**src/rtl/audio_pkg.sv**
```systemverilog
// Shared definitions for the I2S audio transmitter: FSM states, default geometry
// and the frame length the controller uses to pace the filter datapath.
package audio_pkg;

  typedef enum logic [1:0] {
    ST_IDLE  = 2'd0,
    ST_LEFT  = 2'd1,
    ST_RIGHT = 2'd2
  } state_e;

  localparam int unsigned DEF_CLK_DIV   = 8;
  localparam int unsigned DEF_SLOT_BITS = 32;
  localparam int unsigned DEF_DATA_BITS = 24;

  // System-clock cycles per stereo frame (1024 at the defaults).
  localparam int unsigned FRAME_CLKS = 2 * DEF_SLOT_BITS * 2 * DEF_CLK_DIV;

endpackage

```
**src/rtl/audio_bclk_gen.sv**
```systemverilog
// BCLK divider: toggles bclk every CLK_DIV system clocks while run is high,
// otherwise parks bclk low with the phase counter cleared.
module audio_bclk_gen
  import audio_pkg::*;
#(
  parameter int unsigned CLK_DIV = DEF_CLK_DIV
) (
  input  logic clk,
  input  logic rst_n,
  input  logic run,
  output logic bclk,
  output logic bclk_fall,
  output logic bclk_rise
);

  localparam int unsigned CW = (CLK_DIV > 1) ? $clog2(CLK_DIV) : 1;

  logic [CW-1:0] cnt;
  logic          wrap;

  // Strobes lead the registered bclk edge, so users update on the same clk edge.
  assign wrap      = run && (cnt == CW'(CLK_DIV - 1));
  assign bclk_fall = wrap && bclk;
  assign bclk_rise = wrap && !bclk;

  always_ff @(posedge clk or negedge rst_n) begin
    if (!rst_n) begin
      cnt  <= '0;
      bclk <= 1'b0;
    end else if (!run) begin
      cnt  <= '0;
      bclk <= 1'b0;
    end else if (wrap) begin
      cnt  <= '0;
      bclk <= ~bclk;
    end else begin
      cnt <= cnt + CW'(1);
    end
  end

endmodule

```
**src/rtl/audio_i2s_tx.sv**
```systemverilog
// Mono-to-stereo I2S transmitter with a one-entry sample holding register.
// Define AUDIO_I2S_TX_ROUND_EN to round-half-up (with saturation) instead of truncating.
module audio_i2s_tx
  import audio_pkg::*;
#(
  parameter int unsigned CLK_DIV   = DEF_CLK_DIV,
  parameter int unsigned SLOT_BITS = DEF_SLOT_BITS,
  parameter int unsigned DATA_BITS = DEF_DATA_BITS
) (
  input  logic        clk,
  input  logic        rst_n,
  input  logic        en,
  input  logic [31:0] in_sample,
  input  logic        in_valid,
  output logic        in_ready,
  output logic        bclk,
  output logic        lrclk,
  output logic        sdata,
  output logic        sample_tick,
  output logic        underrun
);

  localparam int unsigned SCW = (SLOT_BITS > 1) ? $clog2(SLOT_BITS) : 1;

  state_e                 state;
  logic                   primed;
  logic [SCW-1:0]         slot_cnt;
  logic [SLOT_BITS-1:0]   shreg;
  logic [DATA_BITS-1:0]   hold;
  logic [DATA_BITS-1:0]   frame_word;
  logic [DATA_BITS-1:0]   word_in;
  logic [DATA_BITS-1:0]   next_word;
  logic                   hold_full;
  logic                   consume;
  logic                   xfer;
  logic                   run;
  logic                   bclk_fall;
  logic                   bclk_rise_unused;
  logic                   slot_last;
  logic                   boundary;
  logic                   in_sample_unused;

  function automatic logic [SLOT_BITS-1:0] justify(input logic [DATA_BITS-1:0] w);
    justify = '0;
    justify[SLOT_BITS-1 -: DATA_BITS] = w;
  endfunction

  assign in_sample_unused = ^in_sample;

`ifdef AUDIO_I2S_TX_ROUND_EN
  if (DATA_BITS < 32) begin : g_round
    localparam logic [DATA_BITS-1:0] MAX_POS = {1'b0, {(DATA_BITS-1){1'b1}}};
    logic [DATA_BITS-1:0] trunc;
    logic                 rbit;
    assign trunc   = in_sample[31 -: DATA_BITS];
    assign rbit    = in_sample[31 - DATA_BITS];
    assign word_in = (rbit && (trunc == MAX_POS)) ? MAX_POS : trunc + DATA_BITS'(rbit);
  end else begin : g_full
    assign word_in = in_sample[31 -: DATA_BITS];
  end
`else
  assign word_in = in_sample[31 -: DATA_BITS];
`endif

  assign in_ready  = !hold_full;
  assign xfer      = in_valid && !hold_full;
  assign run       = (state != ST_IDLE) || (en && hold_full);
  assign slot_last = (slot_cnt == SCW'(SLOT_BITS - 1));
  assign next_word = hold_full ? hold : frame_word;

  // The first fall after leaving IDLE is itself the frame boundary, hence 'primed'.
  assign boundary = bclk_fall &&
                    (((state == ST_LEFT) && primed) ||
                     ((state == ST_RIGHT) && slot_last && en));

  audio_bclk_gen #(
    .CLK_DIV(CLK_DIV)
  ) u_bclk_gen (
    .clk      (clk),
    .rst_n    (rst_n),
    .run      (run),
    .bclk     (bclk),
    .bclk_fall(bclk_fall),
    .bclk_rise(bclk_rise_unused)
  );

  // Release of the holding register lags the boundary by one cycle.
  always_ff @(posedge clk or negedge rst_n) begin
    if (!rst_n) begin
      hold      <= '0;
      hold_full <= 1'b0;
      consume   <= 1'b0;
    end else begin
      consume <= boundary && hold_full;
      if (xfer) begin
        hold      <= word_in;
        hold_full <= 1'b1;
      end else if (consume) begin
        hold_full <= 1'b0;
      end
    end
  end

  always_ff @(posedge clk or negedge rst_n) begin
    if (!rst_n) begin
      state       <= ST_IDLE;
      primed      <= 1'b0;
      slot_cnt    <= '0;
      shreg       <= '0;
      frame_word  <= '0;
      lrclk       <= 1'b1;
      sdata       <= 1'b0;
      sample_tick <= 1'b0;
      underrun    <= 1'b0;
    end else begin
      sample_tick <= boundary;
      underrun    <= boundary && !hold_full;
      if (boundary) begin
        // frame_word doubles as the replay word when the holding register is empty.
        frame_word <= next_word;
        shreg      <= justify(next_word);
        sdata      <= shreg[SLOT_BITS-1];
        slot_cnt   <= '0;
        lrclk      <= 1'b0;
        primed     <= 1'b0;
        state      <= ST_LEFT;
      end else begin
        case (state)
          ST_IDLE: begin
            if (en && hold_full) begin
              state  <= ST_LEFT;
              primed <= 1'b1;
            end
          end
          ST_LEFT: begin
            if (bclk_fall) begin
              sdata <= shreg[SLOT_BITS-1];
              if (slot_last) begin
                state    <= ST_RIGHT;
                lrclk    <= 1'b1;
                slot_cnt <= '0;
                shreg    <= justify(frame_word);
              end else begin
                slot_cnt <= slot_cnt + SCW'(1);
                shreg    <= shreg << 1;
              end
            end
          end
          ST_RIGHT: begin
            if (bclk_fall) begin
              if (slot_last) begin
                state    <= ST_IDLE;
                lrclk    <= 1'b1;
                sdata    <= 1'b0;
                slot_cnt <= '0;
                shreg    <= '0;
              end else begin
                sdata    <= shreg[SLOT_BITS-1];
                slot_cnt <= slot_cnt + SCW'(1);
                shreg    <= shreg << 1;
              end
            end
          end
          default: state <= ST_IDLE;
        endcase
      end
    end
  end

endmodule
```
**config.mk**
```make
export PLATFORM = sky130hd
export DESIGN_NAME = audio_i2s_tx
export DESIGN_NICKNAME = d
export VERILOG_FILES = /design/src/rtl/audio_pkg.sv /design/src/rtl/audio_bclk_gen.sv /design/src/rtl/audio_i2s_tx.sv
export SDC_FILE = /design/constraint.sdc
export NUM_CORES = 1
export LEC_CHECK = 0
export BUFFER_PORTS_ARGS = -buffer_cell sky130_fd_sc_hd__buf_2
export CAP_MARGIN = 25
export CORE_ASPECT_RATIO = 0.9
export CORE_MARGIN = 2
export CORE_UTILIZATION = 55
export CTS_BUF_LIST = sky130_fd_sc_hd__clkbuf_4
export DETAILED_ROUTE_END_ITERATION = 16
export HOLD_SLACK_MARGIN = 0.05
export PLACE_DENSITY = 0.75
export SYNTH_ARGS = -nofsm -noshare
export SYNTH_HDL_FRONTEND = slang
export SYNTH_SLANG_ARGS = --single-unit
```
**constraint.sdc**
```tcl
create_clock -name clk -period 5.4 [get_ports clk]
set_clock_uncertainty 0.1 [all_clocks]
set_input_delay 0.81 -clock clk [delete_from_list [all_inputs] [get_ports clk]]
set_output_delay 0.81 -clock clk [all_outputs]
set_load 0.01 [all_outputs]
```
Yosys cells after proc, flatten, opt, wreduce, memory -nomap -nowiden
Index checks and enable logic that the tools add are counted.
W data, S select, Z words.
{"block": "totals", "register_bits": 98, "input_bits": 36, "output_inout_bits": 6, "elab_cells": 91}
{"block": "op_classes", "add_sub_neg": 2, "n_eq_ne": 10, "n_mux": 36, "bitwise": 1, "reduce_logical": 28}
{"cell": "$mux W32", "count": 5}
{"cell": "$pmux W32 S2", "count": 1}
{"cell": "$mux W24", "count": 1}
{"cell": "$mux W5", "count": 4}
{"cell": "$mux W1", "count": 15}
{"cell": "$ne A3 B3 Y1 const B", "count": 5}
{"cell": "$reduce_bool A2 Y1", "count": 7}
{"cell": "$mux W2", "count": 6}
{"cell": "$logic_and A1 B1 Y1", "count": 10}
{"cell": "$mux W3", "count": 2}
{"cell": "$pmux W2 S3", "count": 1}
{"cell": "$reduce_and A3 Y1", "count": 2}
{"cell": "$add A5 B1 Y5 const B", "count": 1}
{"cell": "$eq A5 B5 Y1 const B", "count": 1}
{"cell": "$reduce_and A5 Y1", "count": 1}
{"cell": "$reduce_and A2 Y1", "count": 2}
{"cell": "$add A3 B1 Y3 const B", "count": 1}
{"cell": "$eq A3 B3 Y1 const B", "count": 1}
{"cell": "$reduce_bool A3 Y1", "count": 1}
{"cell": "$eq A2 B1 Y1 const B", "count": 1}
{"cell": "$eq A2 B2 Y1 const B", "count": 1}
{"cell": "$logic_not A2 Y1", "count": 1}
{"cell": "$logic_or A1 B1 Y1", "count": 2}
{"cell": "$ne A2 B2 Y1 const B", "count": 1}
{"cell": "other kinds (4)", "count": 4}

Depth between registers and ports, before layout
{"block": "depth", "word_depth": 7, "mapped_depth": 9, "ltp_nobuf": 7}

Hierarchy
Synthesis repeated with hierarchy kept, for this count alone.
{"block": "unflattened", "hier_cells": 429, "area_unflattened_um2": 4797.1}
{"mod": "audio_i2s_tx", "n_inst": 1, "cells_each": 415, "area_per_inst_um2": 4618.2, "seq_area_each_um2": 2153.3}
{"mod": "audio_bclk_gen", "n_inst": 1, "cells_each": 14, "area_per_inst_um2": 178.9, "seq_area_each_um2": 100.1}

Worst setup path after synthesis
Ideal clock, no wire load.
{"block": "synth_timing", "path_type": "flip-flop to flip-flop", "from": "register slot_cnt[0]", "to": "register shreg[12]", "arrival_time_ps": 2097, "required_time_ps": 5171, "path_slack_ps": 3074, "stages_incl_launch_ff": 9, "path_buffers": 1, "period_less_slack_ps": 2326, "path_cell_list": "dfrtp_1 ha_1 and3_1 ha_1 a32oi_2 nor2_1 buf_2 a221oi_1 a21oi_1"}
{"block": "synth_via", "elab_chain_cells": 7, "word_cells_on_any_way": 15, "cone_classes": "eq/ne (3); mux (6); reduce/logical (6)"}
{"item": "from (decl)", "line_no": "audio_i2s_tx.sv:27", "source": "logic [SCW-1:0] slot_cnt;"}
{"item": "from (signal assigned)", "line_no": "audio_i2s_tx.sv:144", "source": "slot_cnt <= slot_cnt + SCW'(1);"}
{"item": "from (signal assigned)", "line_no": "audio_i2s_tx.sv:159", "source": "slot_cnt <= slot_cnt + SCW'(1);"}
{"item": "$eq A5 B5 Y1 *", "line_no": "audio_i2s_tx.sv:68", "source": "assign slot_last = (slot_cnt == SCW'(SLOT_BITS - 1));"}
{"item": "$logic_and A1 B1 Y1 (2 in series)", "line_no": "audio_i2s_tx.sv:74", "source": "((state == ST_RIGHT) && slot_last && en));"}
{"item": "$logic_or A1 B1 Y1", "line_no": "audio_i2s_tx.sv:73", "source": "(((state == ST_LEFT) && primed) ||"}
{"item": "$logic_and A1 B1 Y1", "line_no": "audio_i2s_tx.sv:72", "source": "assign boundary = bclk_fall &&"}
{"item": "$ne A3 B3 Y1 (no source line) or $reduce_bool A3 Y1 (tied branches)"}
{"item": "$reduce_and A3 Y1 (no source line)"}
{"item": "to (signal assigned)", "line_no": "audio_i2s_tx.sv:121", "source": "shreg <= justify(next_word);"}
{"item": "to (signal assigned)", "line_no": "audio_i2s_tx.sv:142", "source": "shreg <= justify(frame_word);"}
{"item": "to (signal assigned)", "line_no": "audio_i2s_tx.sv:145", "source": "shreg <= shreg << 1;"}
{"item": "to (decl)", "line_no": "audio_i2s_tx.sv:28", "source": "logic [SLOT_BITS-1:0] shreg;"}
Mark *: on every way between the ends. The rest lies on a longest branch, timed or not. The select of a mux whose other input is x is not followed.
A chain may end at the register's enable or synchronous reset.

Worst setup path in the final report
{"block": "layout_timing", "from": "register slot_cnt[0]", "to": "register shreg[17]"}
Same word-level chain as after synthesis.

==> implementation parameters <==
Parameter                              Value

Clocking
  Number of clock buffers inserted by TritonCTS    9
  Largest buffer count on any clock path    2
  Source-to-sink clock delay at the later pin of the worst-skew pair    0.44 ns
  H-tree Lvls    3
  Resized Gates After CTS    0
  Setup fix buffers added after clock tree synthesis    0
  Clock tree from TritonCTS    yes
  CTS Root Buffer Type    clkbuf_4
  Number of buffers added to fix hold violations after cts    0
  Clk sink count    90
  Clock slew at reported path FFs    0.14 ns

Routing
  Via count of the routed design    2758
  Post-DR vias/cell    5.98
  Number of search-and-repair iterations in the first detailed-routing pass    4
  Starting DRC count in detailed routing    165
  Total wire length    7880 um
  DR WL/cell    17.1 um
  Routed Antenna Nets    0
  Detailed-route DRC error count    0

Global routing
  Total congestion overflow after global routing    0
  Total global-route track usage    21.9%
  Most crowded layer after global routing    met2
  Pin count of the biggest net entering global routing    82
  Met2 routing resource usage after global routing    35.3%
  Wire length of the first global-routing pass    13400 um
  Met3 Usage GRT    6.37%
  Initial antenna violation count    0
  Number of global-route vias before repair    2795
  Met1 track demand over resource    29.3%

Place
  HPWL reported at the end of detailed placement    4900 um
  Total of buffers placed on input and output ports    33
  Cell Area, Placed    4190 um^2
  Gpl congestion    0.832

Pwr
  Static Leak    2.04 nW
  Clock share of power    20.2%
  Sw Share    33.7%
  Sequential group share of total power    53.5%
  Internal portion of total power    0.00124 W
  Switching power total    0.000628 W
  Power density of the placed cells    425 nW/um^2
  Worst ir drop on vdd    0.251 mV
  Relative contribution of combinational cells to total power    26.3%

Floorplan
  Floorplan die height    84.4 um
  DIE WIDTH    93.3 um
  Cell Rows    29
  Core outline area    7000 um^2
  Die area    7870 um^2
  Starting Density    56.4%
  I/O pin count    42

Worst setup path
  Critical Path Slowest Stage Cell    a32oi_2
  Critical Path Most Common Cell    ha_1
  Worst Path Max Fanout    23
  Data required time of the critical path    5.63 ns
  Reg2Reg Launch Point    slot_cnt[0]
  CP Capture Type    flip-flop
  CP max stage delay    0.47 ns
  Setup crit start    slot_cnt[0]
  Worst endpoint data arrival time    2.87 ns
  CP startpoint kind    flip-flop
  Cells traversed along the worst timing path    ha_1 > and3_1 > ha_1 > a32oi_2 > nor2_1 > buf_4 > a221oi_1 > a21oi_1
  Startpoint-to-endpoint class of the critical path    reg2reg

Synth
  Number of library cell types mapped by synthesis    40
  Part of the Yosys area used for sequential elements    57.1%
  Top area cells in the synthesized netlist    dfrtp_1 (56%), mux2_2 (13%), a221oi_1 (5.1%), o21ai_0 (3.9%), a21oi_1 (3.4%)
  Mapped Avg Cell Area    12.0 um^2
  Most area-hungry cell type in the Yosys netlist    dfrtp_1
  Number of synthesized register bits    90
  Number of cells produced by synthesis    329
  Mapped cell area    3950 um^2
  Net count after synthesis    372
  Synthesis Warnings    0
  Area fraction of the dominant cell type after synthesis    56.4%

Final layout
  Final layout net count    406
  Final standard cell area without fillers    4380 um^2
  Number of antenna cells inserted    0
  Number of fillers in the final layout    593
  Share of cells above drive strength 1    31.3%
  Area growth, synth to finish    10.9%

STA
  Post-layout minimum cycle time    2.64 ns
  Relative slew slack    35.2%
  Actual slew at the worst max-slew pin    0.972 ns
  Highest clock frequency the design can meet    379 MHz
  Setup violation total in the final timing report    0
  Sum of negative setup slack    0 ns
  Unrepaired setup endpoints after global routing    false
  Final slew viol count    0
  Final hold violation count    0
  Fin crit share    48.8%

Worst hold path
  Type of the most critical hold path    reg2reg
  Min-delay src    consume

Status
  Result of the run    completed

Flow run
  # Max-Cap Violations    0
## power by group through the flow
| stage | sequential [W] | clock (W) | combinational [W] |
|---|---|---|---|
| floorplan | 0.000963 | 0 | 0.000371 |
| global placement | 0.00100 | 0 | 0.000460 |
| detailed placement | 0.00101 | 0 | 0.000482 |
| CTS | 0.000998 | 0.000390 | 0.000486 |
| global route | 0.00103 | 0.000416 | 0.000550 |
| finish | 0.000998 | 0.000376 | 0.000490 |
## path summary, 6_finish.rpt
kind	endpoint	cells after the start	slack (ns)
setup / recovery	shreg[17]	8	2.76
min in group asynchronous	hold[21]	2	0.61
max in group asynchronous	shreg[9]	4	3.78
hold / removal	hold_full	1	0.34
setup reg to reg	shreg[17]	8	2.76
hold reg to reg	hold_full	1	0.34
## synthesized netlist by cell type
master,number
nor4_2,1
nand2b_1,2
buf_6,2
o21ai_0,31
dfrtp_1,89
ha_1,7
o211ai_1,1
inv_1,6
a32oi_2,1
a21oi_1,27
inv_2,1
and2_1,2
a311oi_2,1
o211a_1,1
clkbuf_1,11
nand2_1,12
nand3_1,3
dfstp_2,1
o21bai_1,1
a21o_1,1
nor2b_1,1
a32o_1,1
a31oi_1,2
mux2i_1,3
or3_1,1
xnor2_1,1
and3_1,2
nor3_2,1
buf_2,7
o22a_1,1
nor4_4,1
nor2_1,30
nor3_1,2
mux2_2,47
a41oi_2,1
a21boi_2,1
a221oi_1,23
nor3b_1,1
a21bo_1,1
o22ai_1,1
## registers in the layout, summed over array words and instances, names as in the netlist
name,flops
consume,1
frame_word,24
hold,24
hold_full,1
lrclk,1
primed,1
sample_tick,1
sdata,1
shreg,24
slot_cnt,5
state,2
u_bclk_gen.bclk,1
u_bclk_gen.cnt,3
underrun,1
## cell type report
cell class	instances	area (um^2)	area share (%)
Clock inverter	7	78.8	1.80
Clock buffer	9	67.6	1.54
Sequential cell	90	2250	51.4
Multi-Input combinational cell	212	1570	35.9
Inverter	7	26.3	0.600
Timing Repair Buffer	43	265	6.06
Tap cell	93	116	2.66
## cell families (layout without fill, tap and decap cells)
family                   Yosys count  after routing  synth area share (%)
buffers and inverters             27             66                  3.17
adder cells (fa/ha/maj)            7              7                  2.22
AO/OA/AOI/OAI                     95             95                  16.0
multiplexers                      50             50                  14.2
flip-flops                        90             90                  57.1
XOR/XNOR                           1              1                 0.222
AND/OR/NAND/NOR                   59             59                  7.19
## cell usage in the layout, fill, tap and decap left out, types with 7 or more instances in the layout
cell type | synthesis | final
o21ai_0 | 31 | 31
buf_2 | 7 | 32
a21oi_1 | 27 | 27
buf_4 | 0 | 9
nor2_1 | 30 | 30
dfrtp_1 | 89 | 89
clkbuf_4 | 0 | 9
a221oi_1 | 23 | 23
ha_1 | 7 | 7
mux2_2 | 47 | 47
nand2_1 | 12 | 12
## worst max-delay path: cells and delay by family (launching register included)
| kind | cells | cell delay (ns) |
|---|---|---|
| buf+inv | 1 | 0.23 |
| fa+ha+maj | 2 | 0.52 |
| flops | 1 | 0.44 |
| simple gates | 2 | 0.29 |
| compound gates | 3 | 0.94 |
## per-layer routing
| metal | routed length (um) | up-vias |
|---|---|---|
| met3 | 490 | 7 |
| met5 | 0 | - |
| li1 | - | 1268 |
| met4 | 97 | 0 |
| met2 | 3710 | 80 |
| met1 | 3580 | 1403 |
## metrics by stage
stage	utilization, %	cells	hold slack, ns	setup WS (ns)	total power, W
floorplan	-	329	0.295	3.07	0.00133
global placement	59.8	442	0.303	2.68	0.00146
detailed placement	59.8	442	0.321	2.55	0.00149
CTS	61.9	458	0.0519	2.54	0.00187
global route	62.6	461	0.349	2.60	0.00199
finish	62.6	461	0.337	2.76	0.00186
Power figures use the tool's default switching activity.
